## config.mk

```make
export PLATFORM = sky130hd
export DESIGN_NAME = adc_acq_sequencer
export DESIGN_NICKNAME = d
export VERILOG_FILES = /design/src/rtl/adc_acq_pkg.sv /design/src/rtl/adc_acq_sequencer.sv
export SDC_FILE = /design/constraint.sdc
export NUM_CORES = 1
export LEC_CHECK = 0
export BUFFER_PORTS_ARGS = -buffer_cell sky130_fd_sc_hd__buf_2
export CAP_MARGIN = 40
export CORE_ASPECT_RATIO = 1.75
export CORE_MARGIN = 5
export CORE_UTILIZATION = 45
export DETAILED_ROUTE_END_ITERATION = 8
export GPL_TIMING_DRIVEN = 1
export PLACE_DENSITY = 0.78
export SLEW_MARGIN = 10
export SYNTH_ARGS = -nofsm -noshare
export SYNTH_HDL_FRONTEND = slang
export SYNTH_SLANG_ARGS = --single-unit
```

## constraint.sdc

```tcl
create_clock -name clk -period 3.5 [get_ports clk]
set_clock_uncertainty 0.05 [all_clocks]
set_input_delay 0.7 -clock clk [delete_from_list [all_inputs] [get_ports clk]]
set_output_delay 0.7 -clock clk [all_outputs]
set_load 0.05 [all_outputs]
```

## src/rtl/adc_acq_pkg.sv

```systemverilog
// Shared types and field widths for the ADC acquisition sequencer.
package adc_acq_pkg;

   localparam int unsigned CYC_PER_WORD = 4;
   localparam int unsigned TYPE_W       = 2;
   localparam int unsigned NUM_W        = 21;
   localparam int unsigned ADR_W        = 23;
   localparam int unsigned FILL_NUM_W   = 24;
   localparam int unsigned MISS_W       = 8;

   localparam logic [TYPE_W-1:0] FILL_NONE = 2'b00;

   typedef enum logic [2:0] {
      IDLE,
      HEADER,
      DATA,
      CHECKSUM,
      DONE
   } state_t;

endpackage

```

## src/rtl/adc_acq_sequencer.sv

```systemverilog
// Sequences one fill (header, N data words, checksum) through the ADC output mux
// and produces the FIFO write strobe aligned to the mux's registered output.
module adc_acq_sequencer
   import adc_acq_pkg::*;
#(
   parameter int unsigned CYC_PER_WORD = adc_acq_pkg::CYC_PER_WORD,
   parameter int unsigned ADR_W        = adc_acq_pkg::ADR_W
) (
   input  logic                  clk,
   input  logic                  reset,
   input  logic                  trigger,
   input  logic [TYPE_W-1:0]     fill_type_in,
   input  logic [NUM_W-1:0]      num_bursts_in,
   input  logic                  fifo_full,
   output logic                  select_dat,
   output logic                  select_checksum,
   output logic [TYPE_W-1:0]     fill_type,
   output logic [NUM_W-1:0]      num_fill_bursts,
   output logic [ADR_W-1:0]      burst_start_adr,
   output logic [FILL_NUM_W-1:0] fill_num,
   output logic                  fifo_wr_en,
   output logic                  busy,
   output logic                  fill_done,
   output logic                  overflow_err,
   output logic [MISS_W-1:0]     missed_trig
);

   localparam int unsigned PH_W = $clog2(CYC_PER_WORD);

   state_t           state;
   logic [PH_W-1:0]  phase;
   logic [NUM_W-1:0] word_cnt;
   logic             want_wr_c;

   // Cycles whose mux output must be written one clock later.
   always_comb begin
      want_wr_c = 1'b0;
      if (state == HEADER || state == CHECKSUM)
         want_wr_c = 1'b1;
      else if (state == DATA && phase == '0)
         want_wr_c = 1'b1;
   end

   always_ff @(posedge clk) begin
      if (reset) begin
         state           <= IDLE;
         phase           <= '0;
         word_cnt        <= '0;
         select_dat      <= 1'b0;
         select_checksum <= 1'b0;
         fill_type       <= '0;
         num_fill_bursts <= '0;
         burst_start_adr <= '0;
         fill_num        <= '0;
         fifo_wr_en      <= 1'b0;
         busy            <= 1'b0;
         fill_done       <= 1'b0;
         overflow_err    <= 1'b0;
         missed_trig     <= '0;
      end else begin
         // The stream cannot stall: a full FIFO drops the word and flags it.
         fifo_wr_en <= want_wr_c & ~fifo_full;
         if (want_wr_c && fifo_full)
            overflow_err <= 1'b1;
         fill_done <= 1'b0;
         if (busy && trigger && missed_trig != '1)
            missed_trig <= missed_trig + MISS_W'(1);

         case (state)
            IDLE: begin
               if (trigger && fill_type_in != FILL_NONE) begin
                  fill_type       <= fill_type_in;
                  num_fill_bursts <= num_bursts_in;
                  busy            <= 1'b1;
                  state           <= HEADER;
               end
            end
            HEADER: begin
               // Phase starts at 1 to track the mux counter loaded during HEADER.
               phase    <= PH_W'(1);
               word_cnt <= '0;
               if (num_fill_bursts != '0) begin
                  select_dat <= 1'b1;
                  state      <= DATA;
               end else begin
                  select_checksum <= 1'b1;
                  state           <= CHECKSUM;
               end
            end
            DATA: begin
               phase <= phase + PH_W'(1);
               if (phase == '0) begin
                  word_cnt <= word_cnt + NUM_W'(1);
                  if (word_cnt == num_fill_bursts - NUM_W'(1)) begin
                     select_dat      <= 1'b0;
                     select_checksum <= 1'b1;
                     state           <= CHECKSUM;
                  end
               end
            end
            CHECKSUM: begin
               select_checksum <= 1'b0;
               fill_done       <= 1'b1;
               fill_num        <= fill_num + FILL_NUM_W'(1);
               burst_start_adr <= burst_start_adr + ADR_W'(num_fill_bursts) + ADR_W'(2);
               state           <= DONE;
            end
            DONE: begin
               busy  <= 1'b0;
               state <= IDLE;
            end
            default: state <= IDLE;
         endcase
      end
   end

endmodule

```

# Word-level counts from Yosys, hierarchy flattened
# Cells that the tools add are included.
# classes
addsub,7
n_mul,0
div,0
magnitude_cmp,0
eq_ne,11
shift,0
n_mux,21
bitwise_logic,2
reduce_logical,19
# ops
operator,n
$pmux W21 S2,1
$add A24 B1 Y24 const B,1
$add A23 B2 Y23 const B,1
$add A23 B21 Y23,1
$add A21 B1 Y21 const B,1
$eq A21 B21 Y1,1
$mux W21,1
$reduce_bool A21 Y1,1
$sub A21 B1 Y21 const B,1
$pmux W3 S4,1
$mux W1,11
$mux W3,3
$add A8 B1 Y8 const B,1
$ne A8 B8 Y1 const B,1
$reduce_and A4 Y1,2
$eq A3 B2 Y1 const B,2
$ne A2 B1 Y1 const B,3
$reduce_and A2 Y1,3
$reduce_bool A2 Y1,3
$logic_and A1 B1 Y1,5
$ne A2 B2 Y1 const B,2
$pmux W1 S2,2
$pmux W2 S2,1
$eq A3 B1 Y1 const B,1
other kinds (10),10
# totals
ff_bits,110
latchBits,0
ram_bits,0
romBits,0
inputBits,27
output_inout_bits,84
elab_cells,74
n_memories,0

# Longest topological paths before layout
# logic_depth
depth_word,5
depth_mapped,14
mapped_depth_nobuf,14

# Worst setup path after synthesis
# OpenSTA, ideal clock, no wires.
# synth_path
kind,register to register
startpoint,register num_fill_bursts[1]
endpoint,register burst_start_adr[19]
t_arrival_ns,3.104
required_ns,3.389
setup_slack_ns,0.285
stages_incl_launch_ff,14
path_buffers,0
cell_sequence,dfxtp_1 -> inv_1 -> ha_1 -> inv_1 -> ha_1 -> inv_1 -> fa_1 -> nand2b_1 -> a211oi_1 -> o31ai_1 -> a21oi_1 -> o211ai_1 -> a2111oi_0 -> a311o_1
# synth_between
elab_chain_len,2
# synth_rtl
item,line,rtl
"start, declared",adc_acq_sequencer.sv:18,"output logic [NUM_W-1:0] num_fill_bursts,"
"start signal, assigned",adc_acq_sequencer.sv:73,num_fill_bursts <= num_bursts_in;
$add A23 B21 Y23,adc_acq_sequencer.sv:105,burst_start_adr <= burst_start_adr + ADR_W'(num_fill_bursts) + ADR_W'(2);
$add A23 B2 Y23,adc_acq_sequencer.sv:105,
"end signal, assigned",adc_acq_sequencer.sv:105,
"end, declared",adc_acq_sequencer.sv:19,"output logic [ADR_W-1:0] burst_start_adr,"
# Every way passes these cells.
# A chain may end at the register's enable or synchronous reset.

# Worst setup path in the final report
# layout_path
startpoint,register num_fill_bursts[10]
endpoint,register burst_start_adr[22]
# The elaborated chain is that of the path after synthesis.

==> qor.yml <==
detailed_routing:
  dr.pass1.iters: 5
  wl_per_cell_um: 15.97
  detail_route.vias_per_cell: 5.461
  drc: 0
  wirelength_um: 17080
  ant_nets: 0
  drt-initial-drc-count: 307
  num_vias: 5838
timing:
  setup_viol: 0
  slew_headroom_pct: 50.85
  period_share_pct: 88.54
  hold_violations: 0
  fmax_ghz: 0.3227
  drv_slew: 0
  rsz0062_at_grt: "no"
  setup_tns_ps: 0
  tightest_slew_ps: 737.3
  layout_min_cycle_time_ps: 3099
cts:
  clockRootBuffer: "clkbuf_16"
  clk_pin_slew_ps: 80
  clock_latency_ps: 350
  numCtsBuffers: 9
  cts_max_level: 3
  cts_setup_buffers: 0
  ctsResizeCount: 0
  clk_path_buf_depth: 2
  cts_num_sinks: 110
  cts_tree: "done"
  ctsHoldBuffers: 0
synthesis:
  ys_ff_latch: 110
  netlist_area_um2: 6377
  synth_edf_count: 0
  ys.flop_type: "dfxtp_1"
  postSynthCellCount: 783
  yosysWarnings: 0
  yosysSeqAreaShare_pct: 34.53
  ys_types: 65
  synth_nets: 859
  synthArstFlopShare_pct: 0
  avgSynthCellArea_um2: 8.145
status:
  outcome: "finished, final reports clean"
floorplanning:
  die_area_um2: 16750
  coreArea_um2: 13910
  num_rows: 57
  ioPinCount: 111
  die_w_um: 99.99
  start_util_pct: 45.86
  die_h_um: 167.5
cells_and_area:
  fin_cells: 1069
  nets: 963
  antenna_cells: 0
  drive_gt1_share_pct: 18.05
  nFillCells: 1282
  finalCoreUtilization_pct: 53.37
  synthToLayoutAreaGrowth_pct: 16.38
grt:
  grt_pass1_vias: 5667
  grt_pass1_wl_um: 27880
  grt_max_degree: 55
  antenna_found_initial: 0
  grt_usage_pct: 20.49
  grt_overflow_total: 0
place:
  portBuffers: 110
  hpwl_um: 13140
  globalplace.congestion: 0.8792
  place_inst: 1053
worst_setup_path:
  crit_path_start_kind: "flop"
  path_max_fanout: 7
  crit_slowest_cell: "dfxtp_1"
  cp_data_required_time_ps: 3690
  max_stage_delay_ps: 470
  end_kind: "flop"
  worstSetupPathType: "reg -> reg"
  crit_path_cell_trace: "ha_1 > ha_1 > and3_1 > o21a_1 > o211a_1 > and3_1 > a211oi_1 > o21ai_0 > nor3b_1 > mux2_2"
  crit_arrival_ps: 3290
pwr:
  powerDensity_nw_per_um2: 537.2
  vdd_ir_drop_max_mv: 0.3261
  p_leak_nw: 3.335
min_path:
  min_path_type: "reg -> reg"
run:
  maxCapViolations: 0
[per-stage QoR]
step / hold slack [ps] / instance area [um^2] / worst slack [ps] / power (mW)
after floorplan: 404.4 / 6377 / 284.7 / 2.551
after global placement: 390.5 / 7099 / 500.5 / 2.875
after detailed placement: 401.0 / 7099 / 401.7 / 2.895
after CTS: 412.8 / 7422 / 389.9 / 4.012
after global routing: 431.0 / 7422 / 106.0 / 4.219
final: 408.9 / 7422 / 401.2 / 3.987
[final timing paths]
| check | from | end | slack [ps] | depth (start not counted) |
|---|---|---|---|---|
| max reg2reg | num_fill_bursts[10] | burst_start_adr[22] | 400 | 10 |
| min | fill_type[1] | fill_type[1] | 410 | 2 |
| min reg2reg | fill_type[1] | fill_type[1] | 410 | 2 |
| max | num_fill_bursts[10] | burst_start_adr[22] | 400 | 10 |
[registers in the layout, indices dropped and copies added (netlist names)]
| register | flops |
|---|---|
| missed_trig | 8 |
| word_cnt | 21 |
| state | 3 |
| select_dat | 1 |
| fifo_wr_en | 1 |
| num_fill_bursts | 21 |
| fill_num | 24 |
| fill_type | 2 |
| select_checksum | 1 |
| busy | 1 |
| phase | 2 |
| fill_done | 1 |
| overflow_err | 1 |
| burst_start_adr | 23 |
[layout by cell type (no fill, tap or decap), types with 3 or more instances in the layout]
cell type and n:
nand2b_1 10, inv_8 3, buf_4 14, nor2b_1 9, inv_1 21, nor3_1 22
xnor2_1 39, a31oi_1 4, a21oi_1 66, nand2_1 108, and3_1 10, ha_1 48
or3_1 8, nand4_1 17, nor3b_1 3, a211oi_1 9, a21o_1 6, nand3_1 31
buf_2 110, o21a_1 3, dfxtp_1 110, and4_1 4, clkbuf_16 9, o21ai_0 27
or2_2 3, a2111oi_0 3, o211ai_1 7, and2_1 6, xor2_1 48, nor2_1 83
mux2i_1 3
[cell usage after synthesis (all sizes together) (2+ instances only)]
cell type  instances  area share [%]
dfxtp            110              35
nand2            108             6.4
nor2              84             5.0
a21oi             66             5.2
ha                48             9.4
xor2              48             6.6
xnor2             39             5.4
nand3             32             2.7
clkbuf            29             2.2
o21ai             28             2.2
nor3              22             1.7
inv               21             1.2
nand4             17             1.7
and3              11             1.1
or3               11             1.2
nand2b            10            0.98
a211oi             9             1.1
nor2b              9            0.88
o211ai             7            0.82
a21o               6            0.71
and2               6            0.59
a2111oi            4            0.57
a31oi              4            0.39
and4               4            0.55
a211o              3            0.43
mux2i              3            0.47
nor3b              3            0.35
nor4               3            0.39
o21a               3            0.35
or2                3            0.29
or4                3            0.41
a22oi              2            0.24
buf                2            0.35
nand3b             2            0.24
nor4b              2            0.27
o211a              2            0.31
o31ai              2            0.24
[worst max-delay path, delay by kind of cell (launching register included)]
family | cells | cell delay, ps
AO/OA/AOI/OAI | 4 | 990
adder cells (fa/ha/maj) | 2 | 640
AND/OR/NAND/NOR | 3 | 590
flip-flops | 1 | 470
multiplexers | 1 | 270
[kinds of logic after synthesis]
logic type      synth area share [%]
compound gates                 13.67
xor+xnor                       11.95
fa+ha+maj                      9.731
buf+inv                        3.826
flops                          34.53
mux                           0.6474
simple gates                   25.64
[power breakdown]
group	total, mW	leakage, nW	switching, mW	internal, mW
clock network	1.11	0.159	0.528	0.585
registers	1.47	0.890	0.130	1.34
logic	1.40	2.29	0.904	0.499
[layout make-up]
cell class,count,area (um^2),share of cell area (%)
clock buffers,9,225.2,3.034
clock inverters,7,97.59,1.315
inverters,22,82.58,1.113
multi-input cells,620,3938,53.05
flip-flops and latches,110,2202,29.67
well taps,177,221.5,2.984
repair buffers,124,655.6,8.833
[per-layer routing]
layer | up-vias | GRT usage (%) | part of all wire [%]
li1 | 2927 | - | -
met1 | 2718 | 23.33 | 39
met2 | 153 | 37.10 | 52
met3 | 40 | 3.997 | 4.6
met4 | 0 | 7.683 | 3.6
met5 | - | 0 | 0
(Power assumes the default switching activity.)
